===== src/rtl/ahblite_pkg.sv =====
// Shared AHB-Lite encodings and the DMA master state type.
`timescale 1ns/1ps
package ahblite_pkg;

    localparam logic [1:0] HTRANS_IDLE   = 2'b00;
    localparam logic [1:0] HTRANS_NONSEQ = 2'b10;
    localparam logic [2:0] HSIZE_WORD    = 3'b010;
    localparam logic [2:0] HBURST_SINGLE = 3'b000;
    localparam logic [3:0] HPROT_DATA    = 4'b0011;

    typedef enum logic [2:0] {
        ST_IDLE,
        ST_RD_A,
        ST_RD_D,
        ST_WR_A,
        ST_WR_D,
        ST_FIN,
        ST_ERR
    } dma_state_t;

endpackage


===== src/rtl/ahblite_dma_master.sv =====
// AHB-Lite word-copy DMA master: one NONSEQ read then one NONSEQ write
// per word, controlled by a start/busy/done sideband.
`timescale 1ns/1ps
module ahblite_dma_master
    import ahblite_pkg::*;
#(
    parameter int CNT_W = 16
) (
    input  logic             HCLK,
    input  logic             HRESET,
    input  logic             start,
    input  logic [31:0]      src_addr,
    input  logic [31:0]      dst_addr,
    input  logic [CNT_W-1:0] word_count,
    output logic             busy,
    output logic             done,
    output logic             error,
    output logic [CNT_W-1:0] words_left,
    output logic [31:0]      HADDR,
    output logic [1:0]       HTRANS,
    output logic             HWRITE,
    output logic [2:0]       HSIZE,
    output logic [2:0]       HBURST,
    output logic [3:0]       HPROT,
    output logic             HMASTLOCK,
    output logic [31:0]      HWDATA,
    input  logic [31:0]      HRDATA,
    input  logic             HREADY,
    input  logic             HRESP
);

    dma_state_t       state;
    dma_state_t       state_nx;
    logic [31:0]      src_q;
    logic [31:0]      dst_q;
    logic [31:0]      buf_q;
    logic [31:0]      haddr_q;
    logic             hwrite_q;
    logic [CNT_W-1:0] cnt_q;
    logic             err_q;
    logic             xfer_ok;
    logic             accept;

    assign HSIZE     = HSIZE_WORD;
    assign HBURST    = HBURST_SINGLE;
    assign HPROT     = HPROT_DATA;
    assign HMASTLOCK = 1'b0;

    assign xfer_ok = HREADY && !HRESP;
    assign accept  = (state == ST_IDLE) && start;

    always_comb begin
        state_nx = state;
        unique case (state)
            ST_IDLE: begin
                if (start) begin
                    state_nx = (word_count == '0) ? ST_FIN : ST_RD_A;
                end
            end
            ST_RD_A: begin
                if (HREADY) state_nx = ST_RD_D;
            end
            ST_RD_D: begin
                if (HREADY) state_nx = HRESP ? ST_ERR : ST_WR_A;
            end
            ST_WR_A: begin
                if (HREADY) state_nx = ST_WR_D;
            end
            ST_WR_D: begin
                if (HREADY) begin
                    if (HRESP) begin
                        state_nx = ST_ERR;
                    end else if (cnt_q == CNT_W'(1)) begin
                        state_nx = ST_FIN;
                    end else begin
                        state_nx = ST_RD_A;
                    end
                end
            end
            ST_FIN:  state_nx = ST_IDLE;
            ST_ERR:  state_nx = ST_IDLE;
            default: state_nx = ST_IDLE;
        endcase
    end

    // Outside an address phase the bus keeps showing the last address/direction.
    always_comb begin
        HTRANS = HTRANS_IDLE;
        HADDR  = haddr_q;
        HWRITE = hwrite_q;
        unique case (state)
            ST_RD_A: begin
                HTRANS = HTRANS_NONSEQ;
                HADDR  = src_q;
                HWRITE = 1'b0;
            end
            ST_WR_A: begin
                HTRANS = HTRANS_NONSEQ;
                HADDR  = dst_q;
                HWRITE = 1'b1;
            end
            default: begin
                HTRANS = HTRANS_IDLE;
            end
        endcase
    end

    assign busy       = (state == ST_RD_A) || (state == ST_RD_D) ||
                        (state == ST_WR_A) || (state == ST_WR_D);
    assign done       = (state == ST_FIN) || (state == ST_ERR);
    assign error      = err_q;
    assign words_left = cnt_q;
    assign HWDATA     = buf_q;

    always_ff @(posedge HCLK) begin
        if (HRESET) begin
            state    <= ST_IDLE;
            src_q    <= '0;
            dst_q    <= '0;
            buf_q    <= '0;
            haddr_q  <= '0;
            hwrite_q <= 1'b0;
            cnt_q    <= '0;
            err_q    <= 1'b0;
        end else begin
            state    <= state_nx;
            haddr_q  <= HADDR;
            hwrite_q <= HWRITE;
            if (accept) begin
                src_q <= src_addr & ~32'h3;
                dst_q <= dst_addr & ~32'h3;
                cnt_q <= word_count;
                err_q <= 1'b0;
            end
            if (state == ST_RD_D && xfer_ok) begin
                buf_q <= HRDATA;
            end
            if (state == ST_WR_D && xfer_ok) begin
                src_q <= src_q + 32'd4;
                dst_q <= dst_q + 32'd4;
                cnt_q <= cnt_q - CNT_W'(1);
            end
            if (state_nx == ST_ERR) begin
                err_q <= 1'b1;
            end
        end
    end

endmodule


===== config.mk =====
export PLATFORM = sky130hd
export DESIGN_NAME = ahblite_dma_master
export DESIGN_NICKNAME = d
export VERILOG_FILES = /design/src/rtl/ahblite_pkg.sv /design/src/rtl/ahblite_dma_master.sv
export SDC_FILE = /design/constraint.sdc
export NUM_CORES = 1
export LEC_CHECK = 0
export CAP_MARGIN = 20
export CORE_MARGIN = 4
export CORE_UTILIZATION = 25
export CTS_BUF_LIST = sky130_fd_sc_hd__clkbuf_8
export CTS_CLUSTER_SIZE = 8
export DETAILED_ROUTE_END_ITERATION = 16
export SLEW_MARGIN = 20
export SYNTH_ARGS = -nofsm -noshare
export SYNTH_HDL_FRONTEND = slang
export SYNTH_SLANG_ARGS = --single-unit

===== constraint.sdc =====
create_clock -name HCLK -period 5.7 [get_ports HCLK]
set_clock_uncertainty 0.05 [all_clocks]
set_input_delay 1.14 -clock HCLK [delete_from_list [all_inputs] [get_ports HCLK]]
set_output_delay 1.14 -clock HCLK [all_outputs]
set_load 0.005 [all_outputs]

==> impl_metrics.csv <==
group,metric,value,unit
global_route,grt_pass1_wl,40630,µm
pwr,switching_power,826.2,µW
global_route,antenna_found_initial,4,
floorplanning,io_pins,214,
pwr,clkPwrFrac,0.348,
placement,placed_area,9607,µm²
route,ant_nets,0,
route,vias_per_cell,5.070,
clock_network,cts_root_buffer,"clkbuf_8",
route,via_count,7580,
timing,hold_ws,0.4075,ns
floorplanning,chipHeight,180.3,µm
pwr,p_int,1.637,mW
cells_and_area,nFillCells,3070,
timing,max_slew_margin,0.2518,
setup_path,crit_fanout,25,
clock_network,clock_latency,0.48,ns
floorplanning,core_area,29010,µm²
floorplanning,start_util,0.2557,
synthesis,synth_edf_count,0,
clock_network,ctsResizeCount,0,
synthesis,ys_seq_elements,145,
route,drt_iter0_markers,574,
synthesis,ys_warn_count,0,
placement,dp_slack,1.719,ns
clock_network,cts_hold_buf,0,
status,outcome,"completed",
global_route,grt_max_degree,76,
global_route,grt.total_usage,0.1557,
timing,tns,0,ns
cells_and_area,area_delta_synth_final,35.40,%
setup_path,cp-start-kind,"register",
route,wl_per_cell,17.58,µm
synthesis,syn_inst,945,
job,max_cap_viol_count,0,
clock_network,cts_buffers,17,
pwr,pwr-share-seq,0.467,
timing,rsz0062_at_grt,"no",
cells_and_area,final_nets,1218,
synthesis,synthArstFlopShare,0,
synthesis,synth_area,7418,µm²
floorplanning,row_count,62,
global_route,overflow,0,
timing,period_minus_slack,3.809,ns
pwr,switching_share,0.3354,
timing,max_freq,0.2625,GHz
clock_network,cts_buffer_depth,2,
timing,setup_violations,0,
clock_network,cts_tree,"built",
setup_path,end_kind,"primary output",
timing,worst_slack,1.891,ns
placement,gp_congestion,0.8402,
timing,tightest_slew,1.111,ns
timing,hold_viol,0,
timing,layout_worst_path_cycle_share,0.6683,
setup_path,required,4.51,ns
placement,port_buffers,197,
route,drc,0,
floorplanning,dieWidth,180.3,µm
cells_and_area,fin_area,10040,µm²
clock_network,htreeDepth,4,
synthesis,synth_seq_area_share,0.3913,
clock_network,post_cts_buffers,0,
pwr,p_leak,3.251,nW
cells_and_area,utilization,0.3462,
pwr,peakVddDrop,0.1280,mV
cells_and_area,layout_commonest_cell,"clkdlybuf4s50_1",
synthesis,avgSynthCellArea,7.850,µm²
setup_path,cp.arrival,2.62,ns
synthesis,synth_cell_types,65,
clock_network,clock_sinks,145,
clock_network,path_clk_slew,0.10,ns
synthesis,ys.flop_type,"dfxtp_1",
floorplanning,dieArea,32490,µm²
hold_path,holdCritPathClass,"reg -> reg",
placement,hpwl,18840,µm
route,wirelength,26280,µm
setup_path,critPathKind,"reg -> out",
cells_and_area,drive_gt1_frac,0.05946,
timing,drv_slew,0,
global_route,grt_pass1_vias,7125,
pwr,power.density,245.3,nW/µm²
pwr,combPwrFrac,0.184,
route,firstDrtPassIters,7,
cells_and_area,layout_common_cells,"196 x clkdlybuf4s50_1, 167 x nand2_1, 144 x dfxtp_1",
[final timing paths]
path	cells past startpoint	startpoint	end	slack, ns
worst min register to register	2	HWDATA[9]$_SDFFE_PP0P_	HWDATA[9]$_SDFFE_PP0P_	0.41
worst max register to register	6	state[1]$_SDFF_PP0_	dst_q[4]$_SDFFE_PP0P_	2.74
worst max-delay path	4	state[1]$_SDFF_PP0_	HADDR[17]	1.89
worst min-delay path	2	HWDATA[9]$_SDFFE_PP0P_	HWDATA[9]$_SDFFE_PP0P_	0.41
[metal layers]
metal  share of wire  global-route usage  vias to the layer above
met5          0.0014                   0                        -
met4           0.023             0.04688                        6
met3           0.080             0.04784                       46
met2            0.46              0.2519                      281
met1            0.44              0.2003                     3543
li1                -                   -                     3704
[logic make-up after synthesis]
kind of cell / after synthesis / share of synthesized area
simple gates: 418 / 0.2850
buf+inv: 93 / 0.05566
fa+ha+maj: 4 / 0.006747
other cells: 2 / 0.001012
flops: 145 / 0.3913
xor+xnor: 11 / 0.01299
mux: 40 / 0.05549
compound gates: 232 / 0.1918
[critical path, cell delays in order (launching register included)]
cell and delay, ns:
dfxtp_2 0.61, buf_4 0.47, mux2i_1 0.17, o21ai_0 0.29
clkdlybuf4s50_1 0.59
[cells in the mapped netlist, drive strengths merged, types with 3 or more instances]
cell	n	area, µm²
dfxtp	145	2903
mux2i	31	310.3
o22ai	10	62.56
o311ai	5	43.79
nor2	53	206.5
or4	11	86.33
a211oi	3	22.52
a21o	3	22.52
buf	27	162.7
nor2b	37	231.5
nor4	22	182.7
a32oi	3	26.28
xor2	5	43.79
o21ai	46	230.2
ha	4	50.05
nand2	168	630.6
or2	3	21.28
a2bb2oi	4	35.03
and4	6	52.55
or3	15	103.9
a31oi	23	143.9
a221oi	5	43.79
xnor2	6	52.55
mux2	9	101.4
inv	10	37.54
nor3	19	95.09
a22oi	9	67.56
nor4b	3	26.28
nand4	23	143.9
clkbuf	56	212.7
a21oi	85	425.4
o211ai	16	120.1
nand3	34	170.2
and3	15	93.84
[registers in the layout (all words and copies together) (netlist names)]
register / count
HWDATA: 32
haddr_q: 32
dst_q: 30
src_q: 30
words_left: 16
state: 3
error: 1
hwrite_q: 1
[final cells by class]
class | instances | area [µm²] | area share
multi-input combinational | 717 | 4155 | 0.4137
sequential | 145 | 2904 | 0.2891
timing repair buffer | 206 | 2049 | 0.2040
tap | 384 | 480.5 | 0.04783
clock buffer | 17 | 234.0 | 0.02329
clock inverter | 15 | 181.4 | 0.01806
inverter | 10 | 37.54 | 0.003737
antenna | 1 | 2.502 | 0.0002491
[power groups by stage]
| stage | Clock (mW) | Combinational (mW) | Sequential, mW |
|---|---|---|---|
| 6_report | 0.858 | 0.454 | 1.15 |
| 4_1_cts | 0.884 | 0.455 | 1.15 |
| 5_1_grt | 0.922 | 0.498 | 1.16 |
| 3_3_place_gp | 0 | 0.449 | 1.17 |
| 2_1_floorplan | 0 | 0.261 | 1.14 |
| 3_5_place_dp | 0 | 0.453 | 1.17 |
[per-stage QoR]
step	instances	total power [mW]
finish	1495	2.464
global route	1495	2.583
CTS	1493	2.488
detailed placement	1461	1.625
global placement	1461	1.619
floorplan	955	1.400
(Power assumes the default switching activity.)
